## src/rtl/alu_pkg.sv

```systemverilog
// Shared definitions for the nibble-serial add/subtract sequencer.
package alu_pkg;
  localparam logic OP_ADD = 1'b0;
  localparam logic OP_SUB = 1'b1;
  localparam int unsigned NIBBLE_W = 4;

  typedef enum logic [1:0] {
    IDLE = 2'd0,
    RUN  = 2'd1,
    DONE = 2'd2
  } state_t;
endpackage

```

## src/rtl/nibble_add4.sv

```systemverilog
// Combinational 4-bit ripple-carry adder; c3 is the carry into bit 3 for overflow detection.
module nibble_add4 (
  input  logic [3:0] a,
  input  logic [3:0] b,
  input  logic       cin,
  output logic [3:0] sum,
  output logic       cout,
  output logic       c3
);
  logic [3:0] lo;
  logic [1:0] hi;

  always_comb begin
    lo      = {1'b0, a[2:0]} + {1'b0, b[2:0]} + {3'b000, cin};
    c3      = lo[3];
    hi      = {1'b0, a[3]} + {1'b0, b[3]} + {1'b0, c3};
    sum     = {hi[0], lo[2:0]};
    cout    = hi[1];
  end
endmodule

```

## src/rtl/nibble_serial_addsub_seq.sv

```systemverilog
// W-bit add/subtract computed one nibble per cycle, LSB nibble first, through one shared 4-bit adder.
// Optional saturation on signed overflow: define ALU_SEQ_SAT_EN.
module nibble_serial_addsub_seq
  import alu_pkg::*;
#(
  parameter int NIBBLES = 4
) (
  input  logic                        clk,
  input  logic                        rst_n,
  input  logic                        start,
  input  logic                        op,
  input  logic [NIBBLE_W*NIBBLES-1:0] a,
  input  logic [NIBBLE_W*NIBBLES-1:0] b,
  output logic                        busy,
  output logic                        done,
  output logic [NIBBLE_W*NIBBLES-1:0] result,
  output logic                        flag_n,
  output logic                        flag_z,
  output logic                        flag_c,
  output logic                        flag_v
);
  localparam int W  = NIBBLE_W * NIBBLES;
  localparam int KW = $clog2(NIBBLES);

  state_t state, state_nx;

  // Operands shift right so the active slice is always at [3:0]; completed
  // sum nibbles shift in from the top of work.
  logic [W-1:0]        opa, opb;
  logic [W-NIBBLE_W-1:0] work;
  logic                carry, zacc;
  logic [KW-1:0]       k;

  logic [3:0]   sum;
  logic         cout, c3;
  logic         accept, last, ovf, zero_nx, zfin;
  logic [W-1:0] word_nx, res_nx;

  nibble_add4 u_add (
    .a    (opa[3:0]),
    .b    (opb[3:0]),
    .cin  (carry),
    .sum  (sum),
    .cout (cout),
    .c3   (c3)
  );

  always_comb begin
    accept  = (state == IDLE) && start;
    last    = (k == KW'(NIBBLES - 1));
    word_nx = {sum, work};
    zero_nx = zacc && (sum == 4'h0);
    ovf     = c3 ^ cout;
`ifdef ALU_SEQ_SAT_EN
    // opa[3] holds the latched A sign bit once the top slice is active.
    if (ovf) begin
      res_nx = opa[3] ? {1'b1, {(W-1){1'b0}}} : {1'b0, {(W-1){1'b1}}};
      zfin   = 1'b0;
    end else begin
      res_nx = word_nx;
      zfin   = zero_nx;
    end
`else
    res_nx = word_nx;
    zfin   = zero_nx;
`endif
  end

  always_ff @(posedge clk or negedge rst_n) begin
    if (!rst_n) state <= IDLE;
    else        state <= state_nx;
  end

  always_comb begin
    state_nx = state;
    unique case (state)
      IDLE:    if (start) state_nx = RUN;
      RUN:     if (last)  state_nx = DONE;
      DONE:    state_nx = IDLE;
      default: state_nx = IDLE;
    endcase
  end

  always_comb begin
    busy = (state != IDLE);
    done = (state == DONE);
  end

  always_ff @(posedge clk or negedge rst_n) begin
    if (!rst_n) begin
      opa    <= '0;
      opb    <= '0;
      work   <= '0;
      carry  <= 1'b0;
      zacc   <= 1'b0;
      k      <= '0;
      result <= '0;
      flag_n <= 1'b0;
      flag_z <= 1'b0;
      flag_c <= 1'b0;
      flag_v <= 1'b0;
    end else if (accept) begin
      opa   <= a;
      opb   <= b ^ {W{op}};
      carry <= (op == OP_SUB);
      k     <= '0;
      zacc  <= 1'b1;
    end else if (state == RUN) begin
      opa   <= opa >> NIBBLE_W;
      opb   <= opb >> NIBBLE_W;
      work  <= word_nx[W-1:NIBBLE_W];
      carry <= cout;
      zacc  <= zero_nx;
      k     <= last ? '0 : k + KW'(1);
      if (last) begin
        result <= res_nx;
        flag_c <= cout;
        flag_v <= ovf;
        flag_n <= res_nx[W-1];
        flag_z <= zfin;
      end
    end
  end
endmodule

```

## config.mk

```make
export PLATFORM = sky130hd
export DESIGN_NAME = nibble_serial_addsub_seq
export DESIGN_NICKNAME = d
export VERILOG_FILES = /design/src/rtl/alu_pkg.sv /design/src/rtl/nibble_add4.sv /design/src/rtl/nibble_serial_addsub_seq.sv
export SDC_FILE = /design/constraint.sdc
export NUM_CORES = 1
export LEC_CHECK = 0
export ABC_AREA = 1
export BUFFER_PORTS_ARGS = -buffer_cell sky130_fd_sc_hd__buf_2
export CAP_MARGIN = 20
export CORE_MARGIN = 1
export CORE_UTILIZATION = 45
export CTS_BUF_LIST = sky130_fd_sc_hd__clkbuf_8
export DETAILED_ROUTE_END_ITERATION = 12
export PLACE_DENSITY = 0.7
export SYNTH_ARGS = -nofsm -noshare
export SYNTH_HDL_FRONTEND = slang
export SYNTH_SLANG_ARGS = --single-unit
```

## constraint.sdc

```tcl
create_clock -name clk -period 2.2 [get_ports clk]
set_input_delay 0.22 -clock clk [delete_from_list [all_inputs] [get_ports clk]]
set_output_delay 0.22 -clock clk [all_outputs]
set_load 0.02 [all_outputs]
```

==> impl_metrics.csv, run 1 <==
group,metric,value,unit
status,run_status,"finished, violations left",
status,violations,"design-rule violations",
placement,placed_area,3417,um^2
sta,grt_setup_unrepaired,"false",
setup_path,cp_slowest_cell,"fa_1",
drt,antenna_left,0,
sta,max_slew.worst_pin.slew,0.4455,ns
yosys,netlist_instances,348,
grt,grt_max_degree,70,
yosys,ys_ff_latch,69,
drt,vias,2348,
yosys,syn_avg_cell_area,8.809,um^2
yosys,ys_warn_count,0,
power,pwr-share-clk,18.1,%
sta,fmax,0.5109,GHz
clocking,h-tree-depth,3,
clocking,clkLatencyLatePin,0.35,ns
finish,drive_above_1_share,19.17,%
sta,period_needed,1.957,ns
setup_path,max_stage_delay,0.46,ns
clocking,ctsResizeCount,0,
setup_path,start_kind,"flip-flop",
drt,drc,6,
sta,drv_slew,0,
clocking,cts_buffers,9,
setup_path,crit_top_cell,"nand2_1",
placement,gp_congestion,0.8261,
yosys,ys_types,20,
grt,antenna_found_initial,0,
sta,hold_violations,0,
power,power_frac_seq,42.3,%
power,p_leak,0.001914,uW
power,power_switching,1979,uW
sta,tns,0,ns
power,power_frac_comb,39.6,%
yosys,syn_nets,390,
finish,syn_to_final_growth,17.39,%
worst_hold_path,hold_path_class,"in -> reg",
clocking,postCtsSetupBuffers,0,
finish,nets,449,
drt,drtPass1Iterations,9,
yosys,syn_area,3065,um^2
power,irDropWorstVdd,0.5803,mV
yosys,synth_seq_area_share,56.33,%
setup_path,critical_path_required,2.41,ns
drt,vias_per_cell,4.802,
grt,grt_pass1_vias,2254,
grt,overflow,0,
floorplan,fp-row-count,29,
power,power.switching_fraction,40.04,%
finish,diodes,0,
setup_path,crit_path_end_kind,"flip-flop",
drt,wl_per_cell,12.03,um
clocking,cts_root_buf,"clkbuf_8",
drt,drt_wl_total,5884,um
power,power_density,1374,nW/um^2
placement,pre_cts_slack,0.2362,ns
grt,grt_pass1_wl,10210,um
sta,finalCritPeriodShare,88.97,%
clocking,cts_tree,"yes",
clocking,clock_sinks,69,
floorplan,dieArea,7146,um^2
floorplan,die_width,84.54,um
flow_run,drv_cap,0,
floorplan,initial_utilization,47.46,%
setup_path,path_max_fanout,4,
setup_path,worstPathArrival,2.17,ns
sta,skew,0.005908,ns
drt,drt-initial-drc-count,159,
floorplan,pin_count,58,
power,p_int,2964,uW
setup_path,criticalPathCategory,"reg -> reg",
sta,setup_viol,0,
clocking,clk_pin_slew,0.07,ns
sta,relSlewSlack,70.30,%
grt,grtUsageTotal,18.55,%
finish,final_area,3598,um^2
setup_path,critPathTopFamily,"adder cells",
placement,io_buffers,57,
sta,setup_ws,0.2426,ns
setup_path,crit_chain,"ha_1 > or2_2 > nand2_1 > fa_1 > nand2_1 > nor2_1 > nand2_1 > nand3_1",
setup_path,critPathBufInv,0,
floorplan,dieHeight,84.54,um
clocking,cts_max_path_buffers,2,
placement,dp_hpwl,3949,um
floorplan,core_area,6459,um^2
cells in the mapped netlist:
cell type	number	share of area [%]
nor2_1	5	0.61
xor2_1	13	3.7
a21oi_1	1	0.16
o21ai_2	1	0.29
clkbuf_1	1	0.12
buf_2	11	1.8
dfrtp_1	69	56
buf_6	3	1.1
nor2_2	1	0.20
or2_2	1	0.20
fa_1	3	2.0
o21ai_0	26	4.2
xnor2_1	4	1.1
ha_1	3	1.2
buf_4	2	0.49
inv_1	17	2.1
nand2_1	155	19
o211ai_1	2	0.49
clkinv_1	1	0.12
nand3_1	29	4.7
path summary, 6_finish.rpt:
path,start,endpoint,slack [ns],depth (start not counted)
worst min-delay path,a[15],opa[15],0.07,3
worst min register to register,work[2],result[2],0.47,2
worst max register to register,opa[2],zacc,0.24,8
worst max-delay path,opa[2],zacc,0.24,8
min in group asynchronous,rst_n,result[9],0.43,3
max in group asynchronous,rst_n,opb[7],1.48,3
sequential cells by signal, summed over array words and instances, names as in the netlist, 2 cells and up:
name,cells
state,2
opa,16
result,16
k,2
work,12
opb,16
final cells by class:
cell class	count	area, um^2
fillers	635	2860
clock inverters	5	20.02
well taps	77	96.34
repair buffers	65	372.9
multi-input cells	244	1164
inverters	18	67.56
flip-flops and latches	69	1727
clock buffers	11	151.4
logic make-up after synthesis:
group / share of synthesized area, %
AOI/OAI and AO/OA: 5.183
xor gates and xnor gates: 4.857
adders and majority gates: 3.184
buffers and inverters: 5.714
DFF: 56.33
and+or+nand+nor: 24.74
repair_timing:
| action | in CTS | in global routing |
|---|---|---|
| hold endpoints to repair | 69 | 0 |
| endpoints found under the setup margin | 0 | 0 |
| hold buffers | 1 | 0 |
power by group through the flow:
stage,Combinational [uW],Clock [uW],Sequential (uW)
after detailed placement,1980,0,2120
after floorplan,1250,0,2250
after global placement,1930,0,2090
final,1960,895,2090
after global routing,2240,968,2160
after CTS,1990,923,2100
routing by layer:
layer	part of all wire, %	wire (um)	track usage [%]
met5	0	0	0
met3	4.8	285	6.293
met2	47	2747	30.23
met4	1.9	110	7.396
met1	47	2741	22.81
stage by stage:
step / cells / util [%] / hold slack (ns) / total power [uW]
finish: 489 / 55.71 / 0.06983 / 4943
global route: 489 / 55.71 / 0.06509 / 5373
CTS: 489 / 55.71 / 0.05164 / 5013
detailed placement: 472 / 52.91 / 0.2698 / 4102
global placement: 472 / 52.91 / 0.2695 / 4025
floorplan: 348 / - / -0.07559 / 3498
cell usage in the layout (no fill, tap or decap):
cell             n
dlygate4sd3_1    1
xor2_1          13
inv_1           21
buf_4            5
a21oi_1          1
o21ai_0         26
or2_2            1
buf_12           2
clkbuf_8        11
buf_2           57
nand3_1         29
clkinv_1         1
fa_1             3
nor2_1           5
clkinv_2         1
xnor2_1          4
ha_1             3
o21ai_2          1
nor2_2           1
nand2_1        155
o211ai_1         2
dfrtp_1         69
worst min-delay path: stages:
cell     delay (ns)
buf_2          0.07
nand2_1        0.04
nand2_1        0.04
Note: power is estimated with default switching activity, not from simulation.
==> run 2, diff against run 1 <==
- ABC_AREA: 1 -> default
- BUFFER_PORTS_ARGS: -buffer_cell sky130_fd_sc_hd__buf_2 -> default
- DONT_BUFFER_PORTS: default -> 1
- GPL_TIMING_DRIVEN: default -> 0
- PLACE_DENSITY: 0.7 -> 0.63
==> run 2 against run 1 <==
Net effect:
- the run still ends with design-rule violations left
- global-route usage shrank 0.23 points
- count of clock-buffer cells in the layout grew 1
- total power grew 4.6%
- cell count shrank 22%
- critical path depth shrank 1
- via count shrank 13%
- highest routed layer unchanged
- worst setup slack lost 0.0069 ns
- combinational power shrank 9%
- sequential share of layout area grew 1.8 points
- register-to-register slack is essentially flat
- final area shrank 3.5%
- utilization shrank 2.0 points
==> impl_metrics.csv, run 2 <==
group,metric,value,unit
status,run_status,"finished, violations left",
status,violations,"design-rule violations",
clocking,ctsResizeCount,0,
sta,tns,0,ns
yosys,synth.largest_area_cell,"dfrtp_1",
clocking,ctsHoldBuffers,10,
yosys,synth_compound_area_share,10.80,%
clocking,h-tree-depth,3,
grt,overflow,0,
yosys,synth_top_family_by_area,"simple AND/OR/NAND/NOR gates",
setup_path,start_kind,"flip-flop",
sta,finalCritPeriodShare,89.28,%
setup_path,cp.depth,7,
placement,io_buffers,0,
yosys,yosys-top-cells-area,"dfrtp_1 56%, nand2_1 8.7%, mux2_2 4.8%, xnor2_1 4.6%, a221o_1 4.3%",
sta,grt_setup_unrepaired,"false",
yosys,synth-main-ff-cell,"dfrtp_1",
floorplan,die_width,84.44,um
drt,antenna_left,0,
grt,grt_pass1_vias,2019,
clocking,cts_max_path_buffers,2,
finish,nets,344,
yosys,synth_adder_area_share,3.191,%
drt,vias,2051,
clocking,postCtsSetupBuffers,0,
placement,dp_cells,358,
setup_path,r2r_setup_slack,0.24,ns
sta,fmax,0.5091,GHz
setup_path,crit_path_end_kind,"flip-flop",
setup_path,ff2ff_path_depth,7,
yosys,synth_top_area_share,56.46,%
worst_hold_path,hold_start,"a[0]",
placement,pre_cts_slack,0.2401,ns
yosys,synth_seq_area_share,56.46,%
yosys,synth.most_common_cell,"nand2_1",
floorplan,core_area,6459,um^2
drt,drtPass1Iterations,8,
power,irDropWorstVdd,0.6462,mV
finish,final_util,53.74,%
power,power_density,1489,nW/um^2
yosys,netlist_instances,281,
setup_path,worstPathArrival,2.19,ns
flow_run,drv_cap,0,
finish,final_area,3471,um^2
setup_path,critPathBufInv,1,
grt,grtUsageTotal,18.33,%
sta,hold_violations,0,
yosys,syn_area,3058,um^2
finish,multiInputGateArea,1190,um^2
setup_path,max_stage_delay,0.42,ns
yosys,synth-async-reset-ratio,100.0,%
floorplan,fp-row-count,29,
floorplan,dieHeight,84.44,um
yosys,synthXorXnorAreaFrac,4.869,%
worst_hold_path,holdPathStages,2,
finish,diodes,0,
clocking,cts_tree,"yes",
finish,layout_commonest_cell,"nand2_1",
setup_path,criticalPathCategory,"reg -> reg",
worst_hold_path,holdPathEnd,"opa[0]",
setup_path,critical_path_required,2.43,ns
clocking,clock_sinks,69,
yosys,synth-simple-area-share,15.26,%
power,p_leak,0.001659,uW
yosys,synthMuxAreaShare,4.787,%
setup_path,crit_chain,"ha_1 > nand3_1 > and2_1 > fa_1 > inv_1 > a21oi_1 > o31a_1",
placement,dp_hpwl,4019,um
yosys,syn_nets,323,
finish,fin_cells,382,
sta,skew,0.008707,ns
clocking,cts_buffers,9,
yosys,ys_ff_latch,69,
grt,grt_pass1_wl,9867,um
setup_path,worstReg2RegStart,"opa[2]",
yosys,ys_types,34,
floorplan,initial_utilization,47.35,%
yosys,synth_edf_count,0,
drt,drc,6,
grt,antenna_found_initial,0,
drt,wl_per_cell,15.40,um
finish,drive_above_1_share,16.72,%
setup_path,cp_slowest_cell,"fa_1",
grt,grt_max_degree,70,
sta,relSlewSlack,65.24,%
finish,top_regs,"opa x16, opb x16, result x16",
sta,period_needed,1.964,ns
finish,fillers,592,
yosys,ys_warn_count,0,
setup_path,path_max_fanout,3,
drt,drt_wl_total,5883,um
clocking,clk_pin_slew,0.07,ns
yosys,syn_avg_cell_area,10.88,um^2
placement,placed_area,3154,um^2
sta,setup_viol,0,
worst_hold_path,hold_path_class,"in -> reg",
finish,regArea,1727,um^2
sta,max_slew.worst_pin.slew,0.5191,ns
floorplan,dieArea,7129,um^2
finish,syn_to_final_growth,13.50,%
drt,drt-initial-drc-count,147,
setup_path,timing.rr.end,"flag_v",
placement,gp_congestion,0.7467,
sta,setup_ws,0.2357,ns
floorplan,pin_count,58,
clocking,clkLatencyLatePin,0.34,ns
clocking,cts_root_buf,"clkbuf_8",
setup_path,critPathTopFamily,"adder cells",
yosys,synth_common_cells,"71 x nand2_1, 69 x dfrtp_1, 16 x xnor2_1",
sta,drv_slew,0,
finish,mostFrequentLayoutCells,"71 x nand2_1, 69 x dfrtp_1, 16 x xnor2_1",
drt,vias_per_cell,5.369,
## run 2: cell count changes after synthesis, sizes merged, moves of 7 or more
cell / before / now
a221o: 0 / 13
a22oi: 0 / 12
inv: 17 / 7
mux2: 0 / 13
nand2: 155 / 71
nand3: 29 / 10
nor2: 6 / 13
o21ai: 27 / 13
xnor2: 4 / 16
xor2: 13 / 1
## run 2: worst max path at each step
stage / start / endpoint
2_1_floorplan: opa[2] / flag_v
3_3_place_gp: opa[2] / flag_v
3_5_place_dp: opa[2] / flag_v
4_1_cts: opa[2] / flag_v
5_1_grt: opa[2] / zacc
6_report: opa[2] / flag_v
## run 2: layout make-up
cell class	instances	share of cell area, %
inverter	7	0.7570
clock inverter	2	0.9733
clock buffer	12	4.758
sequential	69	49.75
tap	77	2.776
buffer	19	3.316
timing repair buffer	10	3.389
multi-input combinational	186	34.28
## run 2: logic make-up (layout without fill, tap and decap cells)
| kind of cell | Yosys count | count (layout) |
|---|---|---|
| AOI/OAI and AO/OA | 44 | 44 |
| buffers and inverters | 26 | 50 |
| muxes | 13 | 13 |
| adders and majority gates | 6 | 6 |
| and+or+nand+nor | 106 | 106 |
| xor gates and xnor gates | 17 | 17 |
| DFF | 69 | 69 |
## run 2: per-stage QoR
| step | hold WS (ns) | power [uW] |
|---|---|---|
| 6_report | 0.01480 | 5169 |
| 5_1_grt | 0.002275 | 5577 |
| 4_1_cts | 0.002433 | 5230 |
| 3_5_place_dp | -0.07432 | 4146 |
| 3_3_place_gp | -0.07426 | 4074 |
| 2_1_floorplan | -0.07559 | 3671 |
## run 2: report_power, final
| group | total [uW] | internal, uW | switching [uW] |
|---|---|---|---|
| Sequential | 2350 | 1820 | 532 |
| Combinational | 1780 | 774 | 1010 |
| Clock | 1030 | 600 | 435 |
| Total | 5170 | 3190 | 1980 |
## run 2: routing by layer
layer | wire length (um) | vias to the layer above | track usage (%)
li1 | - | 993 | -
met1 | 2625 | 988 | 22.83
met2 | 2716 | 62 | 28.76
met3 | 467 | 8 | 8.456
met4 | 74 | 0 | 5.547
met5 | 0 | - | 0
==> run 3, diff against run 2 <==
- ABC_AREA: default -> 1
- CORE_UTILIZATION: 45 -> 58
- PLACE_DENSITY: 0.63 -> 0.77
==> run 3 against run 2 <==
Net effect:
- largest power group unchanged
- first-iteration DRC count is 20% lower
- die area decreased by 22%
- non-clock buffer count is 5 higher
- via count grew 17%
- critical endpoint is now flag_z
- sequential power is essentially flat
- largest cell class unchanged
- clock skew is 0.0022 ns lower
- wire length rose by 13%
- hold slack improved by 0.0045 ns
- the flow now finishes without violations
- clock power is 13% higher
- total power shrank 0.21%
==> impl_metrics.csv, run 3 (same netlist as run 1, synthesis figures left out) <==
group,metric,value,unit
status,run_status,"complete, no violations",
sta,setup_viol,0,
floorplan,initial_utilization,60.02,%
clocking,clock_sinks,69,
clocking,h-tree-depth,3,
floorplan,fp-row-count,26,
drt,drt_wl_total,6635,um
floorplan,dieArea,5580,um^2
drt,drt-initial-drc-count,118,
setup_path,critical_path_required,2.44,ns
drt,vias_per_cell,5.326,
sta,relSlewSlack,73.18,%
clocking,postCtsSetupBuffers,0,
worst_hold_path,hold_path_class,"in -> reg",
finish,final_util,69.82,%
drt,drtPass1Iterations,4,
finish,top_regs,"opa x16, opb x16, result x16",
placement,placed_area,3153,um^2
sta,fmax,0.4948,GHz
placement,io_buffers,0,
setup_path,crit_path_end_kind,"flip-flop",
drt,wl_per_cell,14.71,um
clocking,clk_pin_slew,0.07,ns
sta,max_slew.worst_pin.slew,0.4008,ns
setup_path,r2r_setup_slack,0.18,ns
finish,syn_to_final_growth,16.33,%
grt,grt_pass1_vias,2389,
finish,mostFrequentLayoutCells,"155 x nand2_1, 69 x dfrtp_1, 29 x nand3_1",
finish,final_area,3566,um^2
clocking,cts_buffers,9,
floorplan,pin_count,58,
setup_path,start_kind,"flip-flop",
sta,drv_slew,0,
sta,finalCritPeriodShare,91.87,%
clocking,clkLatencyLatePin,0.35,ns
setup_path,worstPathArrival,2.26,ns
floorplan,dieHeight,74.70,um
grt,grtUsageTotal,27.17,%
grt,overflow,0,
finish,layout_commonest_cell,"nand2_1",
drt,vias,2402,
sta,hold_violations,0,
floorplan,core_area,5107,um^2
floorplan,die_width,74.70,um
sta,period_needed,2.021,ns
power,p_leak,0.001794,uW
clocking,cts_root_buf,"clkbuf_8",
finish,nets,418,
drt,drc,0,
finish,diodes,0,
finish,drive_above_1_share,9.186,%
flow_run,drv_cap,0,
sta,tns,0,ns
grt,antenna_found_initial,0,
drt,antenna_left,0,
grt,grt_pass1_wl,10830,um
setup_path,path_max_fanout,4,
clocking,cts_tree,"yes",
setup_path,criticalPathCategory,"reg -> reg",
grt,grt_max_degree,70,
power,power_density,1446,nW/um^2
placement,gp_congestion,0.7521,
sta,grt_setup_unrepaired,"false",
placement,dp_hpwl,4119,um
clocking,cts_max_path_buffers,2,
sta,skew,0.006506,ns
power,irDropWorstVdd,0.8445,mV
finish,fillers,410,
## run 3: routing by layer
metal | up-vias | wire [um] | share of wire (%) | global-route usage (%)
met5 | - | 0 | 0 | 0
met1 | 1170 | 2786 | 42 | 31.22
met3 | 14 | 334 | 5.0 | 8.568
li1 | 1145 | - | - | -
met4 | 0 | 142 | 2.1 | 12.79
met2 | 73 | 3370 | 51 | 46.35
## run 3: final cells by class
cell class	instances	area (um^2)	area share (%)
Sequential cell	69	1727	48.42
Multi-Input combinational cell	244	1164	32.63
Timing Repair Buffer	17	187.7	5.263
Clock buffer	11	151.4	4.246
Buffer	17	107.6	3.018
Tap cell	70	87.58	2.456
Clock inverter	5	73.82	2.070
Inverter	18	67.56	1.895
## run 3: worst paths after layout
path	depth (start not counted)	to	from
worst max-delay path	8	flag_z	opa[2]
worst min-delay path	2	opa[11]	a[11]
worst max register to register	8	flag_z	opa[2]
worst min register to register	2	result[2]	work[2]
max in group asynchronous	2	result[0]	rst_n
min in group asynchronous	2	result[1]	rst_n
## run 3: per-stage QoR
step	power (uW)	worst slack, ns	hold WS, ns	cells
global route	5539	0.07840	0.03235	451
CTS	5158	0.1809	0.007443	451
finish	5158	0.1790	0.01926	451
floorplan	3498	0.3699	-0.07559	348
detailed placement	3936	0.1993	-0.07439	418
global placement	3862	0.2217	-0.07413	418
## run 3: what timing repair did
action	4_1_cts	5_1_grt
endpoints found under the hold margin	84	0
setup endpoints to repair	0	0
resized for setup	0	0
hold buffers	17	0
## run 3: power by group
group | switching [uW] | internal [uW]
Sequential | 518 | 1800
Clock | 470 | 692
Combinational | 1070 | 605
## run 3: worst max-delay path, stage by stage, from the launching register on
cell     delay, ns
dfrtp_1       0.41
ha_1          0.36
or2_2         0.30
nand2_1       0.11
fa_1          0.46
nand2_1       0.08
nor2_1        0.05
nand3_1       0.09
nand2_1       0.06
